$ cat src/rtl/mux_scan_sequencer.sv
// mux_scan_sequencer: walks the enabled CH0..CH7/TEMP slots, drives the one-hot mux selects,
// waits SETTLE_CYCLES, captures MUX_IN and hands each sample downstream on valid/ready.
module mux_scan_sequencer #(
    parameter int SETTLE_CYCLES = 4,
    parameter int DATA_W = 16
) (
    input  logic              CLK,
    input  logic              RST,
    input  logic              START,
    input  logic              ABORT,
    input  logic              CONT,
    input  logic [7:0]        CH_EN,
    input  logic              TEMP_EN,
    input  logic [DATA_W-1:0] MUX_IN,
    output logic [7:0]        ATMCHSEL,
    output logic              TEMPSEL,
    output logic [DATA_W-1:0] SAMPLE_DATA,
    output logic [3:0]        SAMPLE_ID,
    output logic              SAMPLE_VALID,
    input  logic              SAMPLE_READY,
    output logic              BUSY,
    output logic              SCAN_DONE
);
    typedef enum logic [1:0] {IDLE, SETTLE, HOLD} state_t;
    localparam logic [7:0] CNT_LOAD = 8'(SETTLE_CYCLES - 1);
    state_t            state_q, state_d;
    logic [8:0]        mask_q, new_mask;
    logic [3:0]        slot_q, nxt_slot, first_slot, go_slot;
    logic [7:0]        cnt_q, atm_q;
    logic              temp_q, valid_q, busy_q, done_q;
    logic [3:0]        id_q;
    logic [DATA_W-1:0] data_q;
    logic              nxt_ok, first_ok, hs, last, go, capture;
    assign new_mask = {TEMP_EN, CH_EN};
    // descending scans so the lowest qualifying slot is the one left standing
    always_comb begin
        nxt_ok     = 1'b0;
        nxt_slot   = '0;
        first_ok   = 1'b0;
        first_slot = '0;
        for (int n = 8; n >= 0; n--) begin
            if (mask_q[n] && 4'(n) > slot_q) begin
                nxt_ok   = 1'b1;
                nxt_slot = 4'(n);
            end
            if (new_mask[n]) begin
                first_ok   = 1'b1;
                first_slot = 4'(n);
            end
        end
    end
    assign capture = state_q == SETTLE && cnt_q == '0;
    assign hs      = state_q == HOLD && SAMPLE_READY;
    assign last    = hs && !nxt_ok;
    assign go      = (state_q == IDLE && START && first_ok) || (hs && nxt_ok) || (last && CONT && first_ok);
    assign go_slot = (hs && nxt_ok) ? nxt_slot : first_slot;
    assign state_d = ABORT ? IDLE : go ? SETTLE : capture ? HOLD : last ? IDLE : state_q;
    always_ff @(posedge CLK) begin
        if (RST) begin
            state_q <= IDLE;
            mask_q  <= '0;
            slot_q  <= '0;
            cnt_q   <= '0;
            atm_q   <= '0;
            temp_q  <= 1'b0;
            valid_q <= 1'b0;
            busy_q  <= 1'b0;
            done_q  <= 1'b0;
            id_q    <= '0;
            data_q  <= '0;
        end else begin
            state_q <= state_d;
            busy_q  <= state_d != IDLE;
            done_q  <= !ABORT && last;
            if (ABORT) begin
                atm_q   <= '0;
                temp_q  <= 1'b0;
                valid_q <= 1'b0;
            end else begin
                if (go) begin
                    slot_q <= go_slot;
                    atm_q  <= go_slot[3] ? 8'd0 : 8'd1 << go_slot[2:0];
                    temp_q <= go_slot[3];
                    cnt_q  <= CNT_LOAD;
                end else if (last) begin
                    atm_q  <= '0;
                    temp_q <= 1'b0;
                end else if (state_q == SETTLE && cnt_q != '0) begin
                    cnt_q <= cnt_q - 8'd1;
                end
                if (go && !(hs && nxt_ok)) mask_q <= new_mask;
                if (capture) begin
                    data_q  <= MUX_IN;
                    id_q    <= slot_q;
                    valid_q <= 1'b1;
                end else if (hs) begin
                    valid_q <= 1'b0;
                end
            end
        end
    end
    assign ATMCHSEL     = atm_q;
    assign TEMPSEL      = temp_q;
    assign SAMPLE_DATA  = data_q;
    assign SAMPLE_ID    = id_q;
    assign SAMPLE_VALID = valid_q;
    assign BUSY         = busy_q;
    assign SCAN_DONE    = done_q;
endmodule

$ cat config.mk
export PLATFORM = sky130hd
export DESIGN_NAME = mux_scan_sequencer
export DESIGN_NICKNAME = d
export VERILOG_FILES = /design/src/rtl/mux_scan_sequencer.sv
export SDC_FILE = /design/constraint.sdc
export NUM_CORES = 1
export LEC_CHECK = 0
export ABC_AREA = 0
export CORE_ASPECT_RATIO = 1.2
export CORE_MARGIN = 5
export CORE_UTILIZATION = 49
export CTS_CLUSTER_DIAMETER = 120
export DETAILED_ROUTE_END_ITERATION = 10
export GPL_ROUTABILITY_DRIVEN = 1
export GPL_TIMING_DRIVEN = 0
export MAX_ROUTING_LAYER = met4
export PLACE_DENSITY_LB_ADDON = 0.25
export SETUP_SLACK_MARGIN = 0.15
export SLEW_MARGIN = 20
export SYNTH_ARGS = -nofsm -noshare
export SYNTH_HDL_FRONTEND = slang
export SYNTH_SLANG_ARGS = --single-unit
$ cat constraint.sdc
create_clock -name CLK -period 2.7 [get_ports CLK]
set_input_delay 0.405 -clock CLK [delete_from_list [all_inputs] [get_ports CLK]]
set_output_delay 0.405 -clock CLK [all_outputs]
set_load 0.005 [all_outputs]
==> results of run 1 <==
## path summary, 6_finish.rpt
path / from / to / cells past startpoint
setup / recovery: CH_EN[4] / cnt_q[4] / 9
hold / removal: SAMPLE_DATA[4] / SAMPLE_DATA[4] / 2
hold reg to reg: SAMPLE_DATA[4] / SAMPLE_DATA[4] / 2
setup reg to reg: slot_q[0] / ATMCHSEL[5] / 8
## tightest hold or removal path, cell delays in order (launching register included)
cell and delay, ns:
dfxtp_1 0.32, nand2_1 0.05, a21oi_1 0.05
## layout make-up
cell class	count	share of cell area (%)
well taps	62	2.23
multi-input cells	228	41.4
plain buffers	16	2.27
clock buffers	5	1.98
clock inverters	3	1.98
inverters	7	0.756
flip-flops and latches	54	31.1
repair buffers	64	18.3
## cells by family after synthesis
kind of cell	share of synthesized area, %
AND/OR/NAND/NOR	26.3
AO/OA/AOI/OAI	23.3
flip-flops	41.7
buffers and inverters	4.05
multiplexers	3.48
XOR/XNOR	0.676
adder cells (fa/ha/maj)	0.483
## power breakdown
group | switching, mW | internal [mW]
logic | 0.153 | 0.146
clock network | 0.276 | 0.371
registers | 0.0211 | 0.821
## repair_timing
action                                  in CTS  in global routing
endpoints found under the setup margin       0                 32
buffers inserted                             0                  2
resized for setup                            0                  4
hold buffers                                 0                  0
## through the flow
stage	hold WS [ns]	setup WS (ns)	util, %	setup TNS [ns]
3_3_place_gp	0.441	-0.116	63.0	-0.414
5_1_grt	0.473	0.161	66.5	0
3_5_place_dp	0.446	-0.161	63.0	-0.554
4_1_cts	0.461	0.165	65.6	0
6_report	0.457	0.268	66.5	0
2_1_floorplan	0.449	0.600	-	0
## cells in the final DEF, fill, tap and decap left out, drive strengths merged, types with 3 or more instances in the layout
cell type | Yosys | final
a22o | 6 | 6
o21bai | 5 | 5
nor4 | 3 | 3
nand2b | 10 | 10
o31ai | 4 | 4
dfxtp | 54 | 54
a311oi | 7 | 7
nand3 | 8 | 8
mux2i | 9 | 9
inv | 7 | 7
nor3 | 12 | 12
a211oi | 4 | 4
clkbuf | 10 | 15
or2 | 6 | 6
clkdlybuf4s50 | 0 | 62
nor2 | 33 | 33
a21oi | 36 | 36
buf | 6 | 8
nand2 | 51 | 51
nor3b | 5 | 5
## sequential cells by signal (all words and copies together), names as in the netlist
name,flops
SAMPLE_DATA,16
ATMCHSEL,8
cnt_q,8
mask_q,8
SAMPLE_ID,4
slot_q,4
state_q,2
BUSY,1
SAMPLE_VALID,1
SCAN_DONE,1
TEMPSEL,1
## routing by layer
| metal | GRT usage (%) | share of wire, % | wire (um) | up-vias |
|---|---|---|---|---|
| met5 | - | 0 | 0 | - |
| met2 | 34.1 | 52 | 3300 | 50 |
| met1 | 20.5 | 42 | 2660 | 1104 |
| li1 | - | - | - | 1220 |
| met3 | 4.19 | 4.4 | 280 | 7 |
| met4 | 7.47 | 1.2 | 76 | 0 |
==> impl_results.md, run 1 <==
* I/O pin cnt at 63
* Count leader, synth: dfxtp_1
* Die area at 6850 um2
* Initial antenna violation count at 0
* Congestion Overflow GR at 0
* Vias at 2381
* Syn_nets at 337
* Syn Inst Count at 305
* Worst Skew at 0.00988 ns
* Synth Flop Type: dfxtp_1
* Fill cells at 465
* Routed Wire Length at 6320 um
* Finished Cell Area at 3470 um2
* Slew of the pin with the lowest slew margin at 0.910 ns
* Crit-path max FO at 8
* Avg Synthesized Cell Area at 8.50 um2
* Final Max Slew Viols at 0
* Placed Instances at 429
* Final hold violations at 0
* Top post-synthesis cells by count: dfxtp_1 (54), nand2_1 (51), a21oi_1 (33)
* Gp weighted congestion at 0.881
* Port Buffers at 62
* Drt wl/cell at 14.4 um
* DP Wirelength at 4710 um
* Antenna viol nets, final at 0
* Status: completed
* DRC Markers at 0
* Post-synth top area share at 41.7%
* Num CTS Buffers at 5
* Data arrival time of the worst path at 2.66 ns
* Non-Filler Instances at 439
* Layout area overhead at 34.0%
* Pwr per Cell Area at 515 nW/um2
* Setup Viol. Count Final at 0
* First-pass DRT Iterations at 4
* Overall power at 1.79 mW
* GRT Util Overall at 18.9%
* Critical Path Slowest Stage Cell: clkdlybuf4s50_1
* CTS Buffer Depth at 2
* Async SR Flop Fraction at 0%
* Reg2Reg Setup Slack at 0.32 ns
* Skew-Pair Late Insertion Delay at 0.31 ns
* Max IR drop VDD at 0.000409 V
* WS Path Type: primary input to register
* RSZ-0062 raised after global routing: false
* Crit path largest cell delay at 0.53 ns
* Vias/cell at 5.42
* Yosys reg bits at 54
* Buf/Inv on CP at 2
* Root Driver: clkbuf_8
* Die height at 89.7 um
* FP Rows at 29
* Relative slew slack at 39.0%
* H-tree depth at 2
* Leakage at 1.25 nW
* Yosys top cell by area: dfxtp_1
* Synth area leaders: dfxtp_1 (42%), nand2_1 (7.4%), a21oi_1 (6.4%)
* Ys Warns at 0
* First-pass GRT wire length at 10300 um
* Starting DRT DRC Count at 64
* Core Area at 5230 um2
* Post-synth cell types at 57
* Final worst path period need at 2.43 ns
* Area of the multi-input gates at 1440 um2
* Share of cells above drive strength 1 at 10.6%
* Post-DP Area at 3290 um2
* Ordered cell list for the critical path: clkdlybuf4s50_1 -> nor4_4 -> nand3b_4 -> a21oi_2 -> a21oi_4 -> and2b_1 -> buf_6 -> or2_4 -> a311oi_2
* Period Utilization, post-route at 90.1%
* Crit-path leading delay family: simple AND/OR/NAND/NOR gates
* Synthesized area at 2590 um2
* CP startpoint kind: primary input
* Number of synthesized flops with an enable pin at 0
* CP required at 2.92 ns
* CTS tree: done
* Fmax at 0.411 GHz
* Clk pin slew, worst setup/hold paths at 0.10 ns
* Diode count at 0
* Register area at 1080 um2
* Initial Util at 49.6%
* Seq/Total Area, Yosys at 41.7%
* Crit. End Element: register
* Final Net Count at 408
* Worst min path class: register to register
* Die width at 76.4 um
* CTS sink cnt at 54
* Maxcap violations at 0
* Pin count of the biggest net entering global routing at 18
* Vias in the first global route at 2212
(Power assumes the default switching activity.)
==> inputs of run 2 (changes only) <==
--- a/config.mk
+++ b/config.mk
@@ -7,7 +7,7 @@
 export LEC_CHECK = 0
 export ABC_AREA = 0
 export CORE_ASPECT_RATIO = 1.2
-export CORE_MARGIN = 5
+export CORE_MARGIN = 2
 export CORE_UTILIZATION = 49
 export CTS_CLUSTER_DIAMETER = 120
 export DETAILED_ROUTE_END_ITERATION = 10
==> run 2 against run 1 <==
Compared with the run above: count of clock-buffer cells in the layout did not move; flip-flop and latch count unchanged; maximum frequency decreased by 0.48%; routed wire length down 5.7%; via count is 0.76% higher; largest power group unchanged.
==> impl_results.md, run 2 (same netlist as run 1, synthesis figures left out) <==
* Drt wl/cell at 13.6 um (-5.5%)
* DP Wirelength at 4500 um (-4.4%)
* Comb pwr share at 17.6% (+0.9 points)
* Maxcap violations at 0 (unchanged)
* GRT Util Overall at 21.3% (+2.3 points)
* CP required at 2.92 ns (about the same)
* Starting DRT DRC Count at 67 (+4.7%)
* Worst min path class: register to register
* Fin util at 65.9% (-0.55 points)
* Pwr per Cell Area at 489 nW/um2 (-5.0%)
* Crit path from: CH_EN[0]
* FP Rows at 29 (unchanged)
* DRC Markers at 0 (unchanged)
* CTS tree: done
* Finished Cell Area at 3420 um2 (-1.5%)
* First-pass DRT Iterations at 4 (unchanged)
* Routed Wire Length at 5960 um (-5.7%)
* Critical Path Slowest Stage Cell: clkdlybuf4s50_1
* Die height at 83.7 um (-6.7%)
* Worst Skew at 0.00545 ns (-0.00443 ns)
* Highest-count cells in the layout ignoring fill and taps: clkdlybuf4s50_1 (62), dfxtp_1 (54), nand2_1 (51)
* Port Buffers at 62 (unchanged)
* RSZ-0062 raised after global routing: false
* Vias at 2399 (+0.76%)
* Vias in the first global route at 2190 (-0.99%)
* Final hold violations at 0 (unchanged)
* Pint at 1.24 mW (-7.5%)
* CTS sink cnt at 54 (unchanged)
* Data arrival time of the worst path at 2.67 ns (about the same)
* Congestion Overflow GR at 0 (unchanged)
* Ordered cell list for the critical path: clkdlybuf4s50_1 -> nor4_4 -> buf_4 -> nand3b_2 -> a21oi_2 -> a21oi_4 -> and2b_1 -> buf_6 -> or2_4 -> a311oi_2
* Share of cells above drive strength 1 at 10.4% (-0.24 points)
* Initial antenna violation count at 0 (unchanged)
* Overall power at 1.67 mW (-6.5%)
* Register area at 1080 um2 (unchanged)
* H-tree depth at 2 (unchanged)
* Final worst path period need at 2.44 ns (+0.0117 ns)
* CP startpoint kind: primary input
* Skew-Pair Late Insertion Delay at 0.31 ns (about the same)
* Initial Util at 50.0% (+0.35 points)
* Root Driver: clkbuf_8
* Die area at 5890 um2 (-14%)
* Status: completed
* Layout area overhead at 31.9%
* Post-DP Area at 3290 um2 (unchanged)
* First-pass GRT wire length at 10000 um (-2.5%)
* Final Max Slew Viols at 0 (unchanged)
* Antenna viol nets, final at 0 (unchanged)
* Slew of the pin with the lowest slew margin at 0.884 ns (-0.0257 ns)
* Hold_buf cts at 0 (unchanged)
* Period Utilization, post-route at 90.5% (+0.43 points)
* Num CTS Buffers at 5 (unchanged)
* Diode count at 0 (unchanged)
* Max reg flops at 16 (unchanged)
* Area of the multi-input gates at 1420 um2 (-1.1%)
* Gp weighted congestion at 0.863 (-2.0%)
* Placed Instances at 429 (unchanged)
* Relative slew slack at 40.7% (+1.7 points)
* Fill cells at 468 (+0.65%)
* Max IR drop VDD at 0.000290 V (-29%)
* Non-Filler Instances at 438 (-0.23%)
* Fmax at 0.409 GHz (-0.48%)
* Hold_sp: SAMPLE_DATA[1]
* Setup Viol. Count Final at 0 (unchanged)
* Final Net Count at 407 (-0.25%)
* Critical R2R Launch: slot_q[0]
* Most common cell after layout, fill and taps aside: clkdlybuf4s50_1
* I/O pin cnt at 63 (unchanged)
* Crit. End Element: register
* Seq pwr share at 50.3% (+3.2 points)
* Core Area at 5190 um2 (-0.69%)
* Clock power frac at 32.1% (-4.1 points)
* Crit-path max FO at 8 (unchanged)
* Clk pin slew, worst setup/hold paths at 0.10 ns (about the same)
* Pin count of the biggest net entering global routing at 17 (-1)
* P_sw at 0.435 mW (-3.4%)
* WS Path Type: primary input to register
* CTS Buffer Depth at 2 (unchanged)
* Vias/cell at 5.48 (+0.99%)
* Switching share of power at 26.0% (+0.82 points)
* Leakage at 1.21 nW (-3.3%)
* Crit path largest cell delay at 0.50 ns (-0.03 ns)
* Die width at 70.4 um (-7.9%)
-- run 2: critical path, delay by kind of cell --
| family | cells | cell delay (ns) |
|---|---|---|
| AOI/OAI and AO/OA | 3 | 0.55 |
| buffers and inverters | 3 | 0.81 |
| and+or+nand+nor | 4 | 0.90 |
-- run 2: path summary, 6_finish.rpt --
| kind | endpoint | slack, ns | cells past startpoint |
|---|---|---|---|
| worst min-delay path | SAMPLE_DATA[1] | 0.46 | 2 |
| worst max register to register | ATMCHSEL[5] | 0.35 | 8 |
| worst min register to register | SAMPLE_DATA[1] | 0.46 | 2 |
| worst max-delay path | cnt_q[4] | 0.26 | 10 |
-- run 2: layout make-up --
cell class	count	area share, %
plain buffers	16	2.30
clock buffers	5	2.01
clock inverters	3	1.17
inverters	7	0.768
multi-input cells	228	41.5
flip-flops and latches	54	31.6
well taps	62	2.27
repair buffers	63	18.4
-- run 2: through the flow --
stage | TNS, ns | worst slack (ns) | hold slack [ns]
4_1_cts | 0 | 0.179 | 0.460
3_5_place_dp | -0.548 | -0.143 | 0.446
5_1_grt | 0 | 0.150 | 0.485
6_report | 0 | 0.256 | 0.458
2_1_floorplan | 0 | 0.600 | 0.449
3_3_place_gp | -0.399 | -0.111 | 0.441
-- run 2: power groups by stage --
stage                     clock [mW]  sequential, mW  combinational (mW)
after floorplan                    0           0.856               0.182
after global placement             0           0.859               0.287
after detailed placement           0           0.860               0.290
after CTS                      0.558           0.842               0.291
after global routing           0.583           0.846               0.323
final                          0.537           0.842               0.294
-- run 2: per-layer routing --
| metal | GRT usage (%) | vias to the layer above | part of all wire [%] |
|---|---|---|---|
| li1 | - | 1219 | - |
| met1 | 25.2 | 1126 | 43 |
| met2 | 35.2 | 47 | 51 |
| met3 | 5.19 | 7 | 4.3 |
| met4 | 7.34 | 0 | 1.6 |
| met5 | - | - | 0 |
-- run 2: timing repair --
| item | CTS | global route |
|---|---|---|
| setup endpoints to repair | 0 | 6 |
| resized for setup | 0 | 2 |
| buffers inserted | 0 | 1 |
